**src/rtl/regfile_pkg.sv**
```systemverilog
// Shared types and helpers for the multi-read-port register file.
package regfile_pkg;

    typedef enum logic [0:0] {
        RF_IDLE  = 1'b0,
        RF_CLEAR = 1'b1
    } rf_state_e;

    // Address width for a register count that is a power of two.
    function automatic int unsigned rf_addr_width(input int unsigned nregs);
        return $clog2(nregs);
    endfunction

endpackage

```
**src/rtl/regfile_clear_ctrl.sv**
```systemverilog
// Clear engine: walks every register index from 1 to NREGS-1 writing zero,
// entered on reset or on a clear request.
module regfile_clear_ctrl
    import regfile_pkg::*;
#(
    parameter int unsigned NREGS = 32,
    localparam int unsigned AW   = rf_addr_width(NREGS)
) (
    input  logic          clk,
    input  logic          rst,
    input  logic          clear,
    output rf_state_e     state,
    output logic          busy,
    output logic          clr_we,
    output logic [AW-1:0] clr_addr
);

    localparam logic [AW-1:0] FIRST_IDX = AW'(1);
    localparam logic [AW-1:0] LAST_IDX  = AW'(NREGS - 1);

    rf_state_e     state_q, state_d;
    logic [AW-1:0] clr_idx_q, clr_idx_d;

    always_ff @(posedge clk or posedge rst) begin
        if (rst) begin
            state_q   <= RF_CLEAR;
            clr_idx_q <= FIRST_IDX;
        end else begin
            state_q   <= state_d;
            clr_idx_q <= clr_idx_d;
        end
    end

    always_comb begin
        state_d   = state_q;
        clr_idx_d = clr_idx_q;
        unique case (state_q)
            RF_IDLE: begin
                if (clear) begin
                    state_d   = RF_CLEAR;
                    clr_idx_d = FIRST_IDX;
                end
            end
            RF_CLEAR: begin
                // The index stops at the last register instead of wrapping to 0.
                if (clear) begin
                    clr_idx_d = FIRST_IDX;
                end else if (clr_idx_q == LAST_IDX) begin
                    state_d = RF_IDLE;
                end else begin
                    clr_idx_d = clr_idx_q + FIRST_IDX;
                end
            end
        endcase
    end

    assign state    = state_q;
    assign busy     = (state_q == RF_CLEAR);
    assign clr_we   = (state_q == RF_CLEAR);
    assign clr_addr = clr_idx_q;

endmodule

```
**src/rtl/regfile_mp.sv**
```systemverilog
// Parametrised register file with NUM_RD combinational read ports, optional
// write-to-read bypass and a sequential clear engine instead of an array reset.
module regfile_mp
    import regfile_pkg::*;
#(
    parameter int unsigned XLEN   = 32,
    parameter int unsigned NREGS  = 32,
    parameter int unsigned NUM_RD = 2,
    parameter int unsigned BYPASS = 1,
    localparam int unsigned AW    = rf_addr_width(NREGS)
) (
    input  logic                   clk_i,
    input  logic                   rst_i,
    input  logic                   clear_i,
    input  logic                   enable_i,
    input  logic                   reg_write_i,
    input  logic [AW-1:0]          rd_i,
    input  logic [XLEN-1:0]        write_data_i,
    input  logic [NUM_RD*AW-1:0]   rs_i,
    output logic [NUM_RD*XLEN-1:0] rs_data_o,
    output logic                   busy_o
);

    rf_state_e     state;
    logic          clr_we;
    logic [AW-1:0] clr_addr;
    logic          wr_valid;

    // No reset on the array so it can map onto RAM-style cells.
    logic [XLEN-1:0] mem [NREGS];

    regfile_clear_ctrl #(
        .NREGS(NREGS)
    ) u_clear_ctrl (
        .clk     (clk_i),
        .rst     (rst_i),
        .clear   (clear_i),
        .state   (state),
        .busy    (busy_o),
        .clr_we  (clr_we),
        .clr_addr(clr_addr)
    );

    assign wr_valid = enable_i & reg_write_i & (rd_i != '0) & (state == RF_IDLE);

    // Clear and writeback never overlap: writes are only valid in IDLE.
    always_ff @(posedge clk_i) begin
        if (clr_we) begin
            mem[clr_addr] <= '0;
        end else if (wr_valid) begin
            mem[rd_i] <= write_data_i;
        end
    end

    for (genvar k = 0; k < NUM_RD; k++) begin : g_rd
        logic [AW-1:0]   rs;
        logic [XLEN-1:0] val;

        assign rs = rs_i[k*AW +: AW];

        always_comb begin
            val = mem[rs];
            if (state == RF_CLEAR || rs == '0) begin
                val = '0;
            end else if (BYPASS != 0 && wr_valid && rd_i == rs) begin
                val = write_data_i;
            end
        end

        assign rs_data_o[k*XLEN +: XLEN] = val;
    end

endmodule

```
**config.mk**
```make
export PLATFORM = sky130hd
export DESIGN_NAME = regfile_mp
export DESIGN_NICKNAME = d
export VERILOG_FILES = /design/src/rtl/regfile_pkg.sv /design/src/rtl/regfile_clear_ctrl.sv /design/src/rtl/regfile_mp.sv
export SDC_FILE = /design/constraint.sdc
export NUM_CORES = 1
export LEC_CHECK = 0
export CORE_MARGIN = 10
export CORE_UTILIZATION = 30
export CTS_BUF_LIST = sky130_fd_sc_hd__clkbuf_16
export DETAILED_ROUTE_END_ITERATION = 16
export PLACE_DENSITY = 0.47
export REMOVE_ABC_BUFFERS = 1
export SKIP_CTS_REPAIR_TIMING = 1
export SLEW_MARGIN = 10
export SYNTH_ARGS = -nofsm -noshare
export SYNTH_HDL_FRONTEND = slang
export SYNTH_HIERARCHICAL = 1
export SYNTH_SLANG_ARGS = --single-unit
```
**constraint.sdc**
```tcl
create_clock -name clk_i -period 3.65 [get_ports clk_i]
set_input_delay 0.73 -clock clk_i [delete_from_list [all_inputs] [get_ports clk_i]]
set_output_delay 0.73 -clock clk_i [all_outputs]
set_load 0.01 [all_outputs]
```
After elaboration in Yosys (flattened, before gate mapping)
Memories as Yosys holds them, arrays and structs flattened.
Cells that the tools add are included.
{"block": "op_classes", "n_mux": 20, "n_bitwise": 4, "n_eq_ne": 5, "reduce_logical": 9, "n_addsub": 1}
{"op": "2-to-1 mux 32 bit", "n": 5}
{"op": "OR reduction 32 bit", "n": 1}
{"op": "2-to-1 mux 5 bit", "n": 4}
{"op": "== test 5 bit", "n": 2}
{"op": "zero test 5 bit", "n": 2}
{"op": "case mux 5 bit (2 select lines)", "n": 1}
{"op": "2-to-1 mux 1 bit", "n": 9}
{"op": "adder 5 x 1 -> 5 bit, second input constant", "n": 1}
{"op": "== test 5 bit, second input constant", "n": 1}
{"op": "nonzero test 5 bit", "n": 1}
{"op": "AND 1 bit", "n": 3}
{"op": "inequality test 3 bit, second input constant", "n": 1}
{"op": "logical AND 1 bit", "n": 2}
{"op": "logical OR 1 bit", "n": 2}
{"op": "inequality test 2 bit, second input constant", "n": 1}
{"op": "case mux 1 bit (2 select lines)", "n": 1}
{"op": "AND reduction 2 bit", "n": 1}
{"op": "NOT 1 bit", "n": 1}
{"block": "word_totals", "input_bits": 52, "regBits": 6, "mem_bits_rw": 1024, "out_inout_bits": 65, "n_memories": 1}
{"name": "mem", "depth": 32, "width": 32, "rd": 2, "rd_clocked_by_memory_dff": 0, "write_ports": 1, "line": "regfile_mp.sv:30", "text": "logic [XLEN-1:0] mem [NREGS];"}

Longest topological paths before layout
{"block": "depth", "ltp_word": 8, "depth_mapped": 9, "depth_no_buf": 6}

Cells and area by module
The synthesis kept the hierarchy.
{"mod": "regfile_mp", "area_per_inst_um2": 48280.1, "n_inst": 1, "cells_each": 2647}
{"mod": "regfile_clear_ctrl", "area_per_inst_um2": 302.8, "n_inst": 1, "cells_each": 28}

Worst setup path after synthesis
OpenSTA, ideal clock, no wires.
{"block": "synth_path", "kind": "input-to-reg", "start": "input rd_i[3]", "end": "memory mem[28][0], enable pin", "n_path_buf": 2, "required_time_ns": 3.229, "setup_time_ns": 0.421, "arrival_time_ns": 3.589, "slack_ns": -0.360, "cell_stages": 7, "cell_sequence": "buf_2 > nor2_1 > a311oi_1 > buf_2 > mux2i_1 > nand2_1 > nor2_1"}
{"block": "synth_via", "elab_chain_len": 8, "word_cells_on_any_way": 9, "cone_classes": "mux (5); bitwise (2); reduce/logical (2)"}
{"item": "from (decl)", "line": "regfile_mp.sv:17", "text": "input logic [AW-1:0] rd_i,"}
{"item": "nonzero test 5 bit", "line": "regfile_mp.sv:44", "text": "assign wr_valid = enable_i & reg_write_i & (rd_i != '0) & (state == RF_IDLE);"}
{"item": "AND 1 bit (2 in a row)", "line": "regfile_mp.sv:44"}
{"item": "2-to-1 mux 1 bit", "line": "regfile_mp.sv:50", "text": "end else if (wr_valid) begin"}
{"item": "2-to-1 mux 1 bit", "line": "regfile_mp.sv:48", "text": "if (clr_we) begin"}
{"item": "2-to-1 mux 1 bit (implied by the code)", "line": "regfile_mp.sv:51", "text": "mem[rd_i] <= write_data_i;"}
{"item": "OR reduction 32 bit (no line)"}
{"item": "2-to-1 mux 5 bit (no line) / 2-to-1 mux 1 bit (equally long branches)"}
{"item": "to (decl)", "line": "regfile_mp.sv:30"}
Several ways; a longest one is shown, not always the timed one.

Worst setup path in the final report
{"block": "layout_path", "start": "register u_clear_ctrl.state_q (netlist: u_clear_ctrl/busy)", "end": "output rs_data_o[62]"}
{"block": "layout_via", "elab_chain_len": 5, "word_cells_on_any_way": 6, "cone_classes": "mux (2); bitwise (2); reduce/logical (2)"}
{"item": "from (decl)", "line": "regfile_clear_ctrl.sv:21", "text": "rf_state_e state_q, state_d;"}
{"item": "from (signal assigned)", "line": "regfile_clear_ctrl.sv:29", "text": "state_q <= state_d;"}
{"item": "NOT 1 bit"}
{"item": "AND 1 bit", "line": "regfile_mp.sv:44"}
{"item": "logical AND 1 bit", "line": "regfile_mp.sv:65", "text": "end else if (BYPASS != 0 && wr_valid && rd_i == rs) begin"}
{"item": "2-to-1 mux 32 bit", "line": "regfile_mp.sv:65"}
{"item": "2-to-1 mux 32 bit *", "line": "regfile_mp.sv:63", "text": "if (state == RF_CLEAR || rs == '0) begin"}
{"item": "to (decl)", "line": "regfile_mp.sv:20", "text": "output logic [NUM_RD*XLEN-1:0] rs_data_o,"}
Mark *: on every way between the ends. The rest lies on a longest branch, timed or not.

==> metrics.md <==
| Metric | Value |
|---|---|
| Status | `finished, violations left` |
| Failing checks | `setup timing` |
| Area grow syn2layout | `27.4%` |
| Final Cell Area | `about 62000 µm²` |
| Initial antenna violation count | `5` |
| Initial DRC count | `3757` |
| Core ar. | `about 160000 µm²` |
| Clock transition at the registers of the reported paths | `~0.050 ns` |
| EDFF count, synth | `about 1000` |
| Reg-to-reg slack, setup | `between 0.8 and 0.9 ns` |
| Final hold vios | `0` |
| Layout Nets | `~3200` |
| CP Data Required Time | `approximately 2.9 ns` |
| Worst VDD drop | `between 300 and 400 µV` |
| Avg Cell Area, Syn | `between 15 and 20 µm²` |
| Max Clock Freq | `~240 MHz` |
| Worst Setup Start Kind | `flip-flop` |
| Register area share after synthesis | `between 60% and 70%` |
| Synth warn | `6` |
| Tcrit/Tclk final | `112%` |
| Worst r2r src | `u_clear_ctrl/busy$_DFF_PP1_` |
| Clk_lat worst skew | `0.75 ns` |
| First-pass GRT wire length | `252000 µm` |
| Crit end category | `primary output` |
| Gpl congestion | `~0.83` |
| ANT nets after route | `0` |
| Post-DP HPWL | `roughly 120000 µm` |
| Register area | `between 30000 and 40000 µm²` |
| Fraction of layout cells with a size suffix above 1 | `around 38%` |
| CTS tree | `built` |
| Clock tree root driver cell | `clkbuf_16` |
| CTS Buffer Depth | `3` |
| Detailed Route WL | `about 180000 µm` |
| Placement Cell Area | `approximately 57000 µm²` |
| Vias | `about 31000` |
| DR vias/cell | `between 5 and 6` |
| #FFs+latches synth | `between 1000 and 1500` |
| IO Count | `~120` |
| Wire per inst | `33.8 µm` |
| Num Clock Sinks | `1030` |
| Post-synth ARST share | `0.583%` |
| Vias in the first global route | `32000` |
| Predominant post-synthesis flop cell | `edfxtp_1` |
| Total Power | `approximately 0.028 W` |
| Most common cell after layout, fill and taps aside | `edfxtp_1` |
| DRT Pass-1 Iters | `5` |
| Clk_skew | `between 0.02 and 0.025 ns` |
| Std-Cell Rows | `between 100 and 150` |
| Most frequent cells in the layout | `edfxtp_1, mux4_2, buf_4` |
| Crit path arrival time | `3.35 ns` |
| Height of the die | `about 420 µm` |
| Multi-input gate area | `17300 µm²` |
| CP max FO | `6` |
| GRT Resource Usage Total | `between 10% and 20%` |
| Pre-CTS WS | `-0.875 ns` |
| Max-slew violation count | `0` |
| RR Endpoint | `mem[11][15]$_DFFE_PP_` |
| RSZ-0062 raised after global routing | `yes` |
| H-tree levels | `3` |
| Full die area | `roughly 180000 µm²` |
| Largest net degree at the start of global routing | `33` |
| Reg2Reg Depth | `10` |
| Syn Inst Count | `around 2700` |
| Unique masters post-synth | `slightly below 50` |
| Max-cap violations | `0` |
| Pwr dens | `around 450 nW/µm²` |
| Final worst-path setup slack | `-0.432 ns` |
| Die Wd | `422 µm` |
| Synth Cell Area | `approximately 49000 µm²` |
| Lkg Pwr | `21.9 nW` |
| Crit path kind | `reg -> out` |
| DRC | `0` |
| Setup violators final | `37` |
| Tmin final | `roughly 4.1 ns` |
| Grt total ovfl | `0` |
| Slew HR | `between 50 and 60%` |
| Input/output buffers | `~120` |
| Hold Crit Class | `in -> async` |
| Fill cells | `approximately 15000` |
| Starting Density | `a little under a third` |
| Worst-margin pin slew | `a little over 0.7 ns` |
| Inserted Clock Buffers | `between 100 and 150` |
kinds of logic (layout without fill, tap and decap cells):
family	count (synthesis)	count (layout)	share of synthesized area, %
compound gates	491	491	7.61
fa+ha+maj	2	2	0.0515
mux	647	647	23.3
xor+xnor	12	12	0.216
buf+inv	238	818	2.27
other cells	0	2	0
simple gates	255	255	2.95
flops	1030	1030	63.6
sequential cells by signal, summed over array words and instances (netlist names):
register and cells:
mem 1024, u_clear_ctrl/busy 1, u_clear_ctrl/clr_addr 5
report_power, final:
| group | internal (W) | switching (W) |
|---|---|---|
| registers | 0.0130 | 0.0000782 |
| clock network | 0.00715 | 0.00493 |
| logic | 0.00116 | 0.00145 |
metal layers:
layer  GRT usage [%]  vias to the layer above  wire length, µm
li1                -                    12500                -
met1            26.1                    16800            74300
met2            32.3                     1635            88500
met3            3.45                      291            14800
met4            6.35                        2             5440
met5               0                        -               10
stage by stage:
stage               hold WS (ns)  TNS [ns]  std cells  utilization, %
global placement           0.607    -34.69       5163            35.6
CTS                        0.176    -35.13       5377            38.1
finish                     0.221     -6.01       5417            38.5
global route               0.223     -8.69       5415            38.5
detailed placement         0.622    -34.75       5163            35.6
floorplan                  0.520  -2108.17       2445               -
worst max-delay path, stage by stage (launching register included):
cell	delay, ns
dfstp_2	0.36
nand3b_1	0.17
a31o_1	0.24
or4_4	0.67
buf_12	0.20
clkbuf_16	0.17
nor3b_4	0.17
nor4_4	0.36
buf_4	0.18
buf_6	0.09
Yosys cell counts (all sizes together), types with 3 or more instances:
cell type  instances  share of area, %
and4              31              0.56
nand3              4             0.041
a221o             32              0.66
nand2             47              0.36
buf              106               1.2
a221oi           128               2.3
a21oi             35              0.36
clkbuf           124              0.96
and2              35              0.45
a22o              62               1.1
nor2b              6             0.077
a22oi             96               1.5
o21ai             95              0.98
mux4             387                18
xor2               4             0.072
xnor2              8              0.14
mux2i            259               5.3
o21bai            32              0.49
inv                8             0.062
nand2b             9              0.12
edfxtp          1024                63
nor3b              3             0.046
nor3              33              0.55
nor2              78              0.61
dfrtp              4              0.21
worst max path at each step:
| stage | start | end | depth (start not counted) |
|---|---|---|---|
| 2_1_floorplan | rd_i[2] | mem[10][0]$_DFFE_PP_ | 4 |
| 3_3_place_gp | rd_i[4] | rs_data_o[62] | 10 |
| 3_5_place_dp | rd_i[3] | rs_data_o[62] | 9 |
| 4_1_cts | rd_i[3] | rs_data_o[62] | 9 |
| 5_1_grt | u_clear_ctrl/busy$_DFF_PP1_ | rs_data_o[62] | 9 |
| 6_report | u_clear_ctrl/busy$_DFF_PP1_ | rs_data_o[62] | 9 |
area by class of cell:
| class | count | share of cell area, % |
|---|---|---|
| tap | 2160 | 4.37 |
| antenna | 2 | 0.00808 |
| inverter | 8 | 0.0485 |
| multi-input combinational | 1407 | 28.0 |
| clock buffer | 114 | 4.61 |
| sequential | 1030 | 49.9 |
| clock inverter | 100 | 1.70 |
| timing repair buffer | 596 | 11.4 |
No activity file was read; power rests on OpenSTA's default activity.
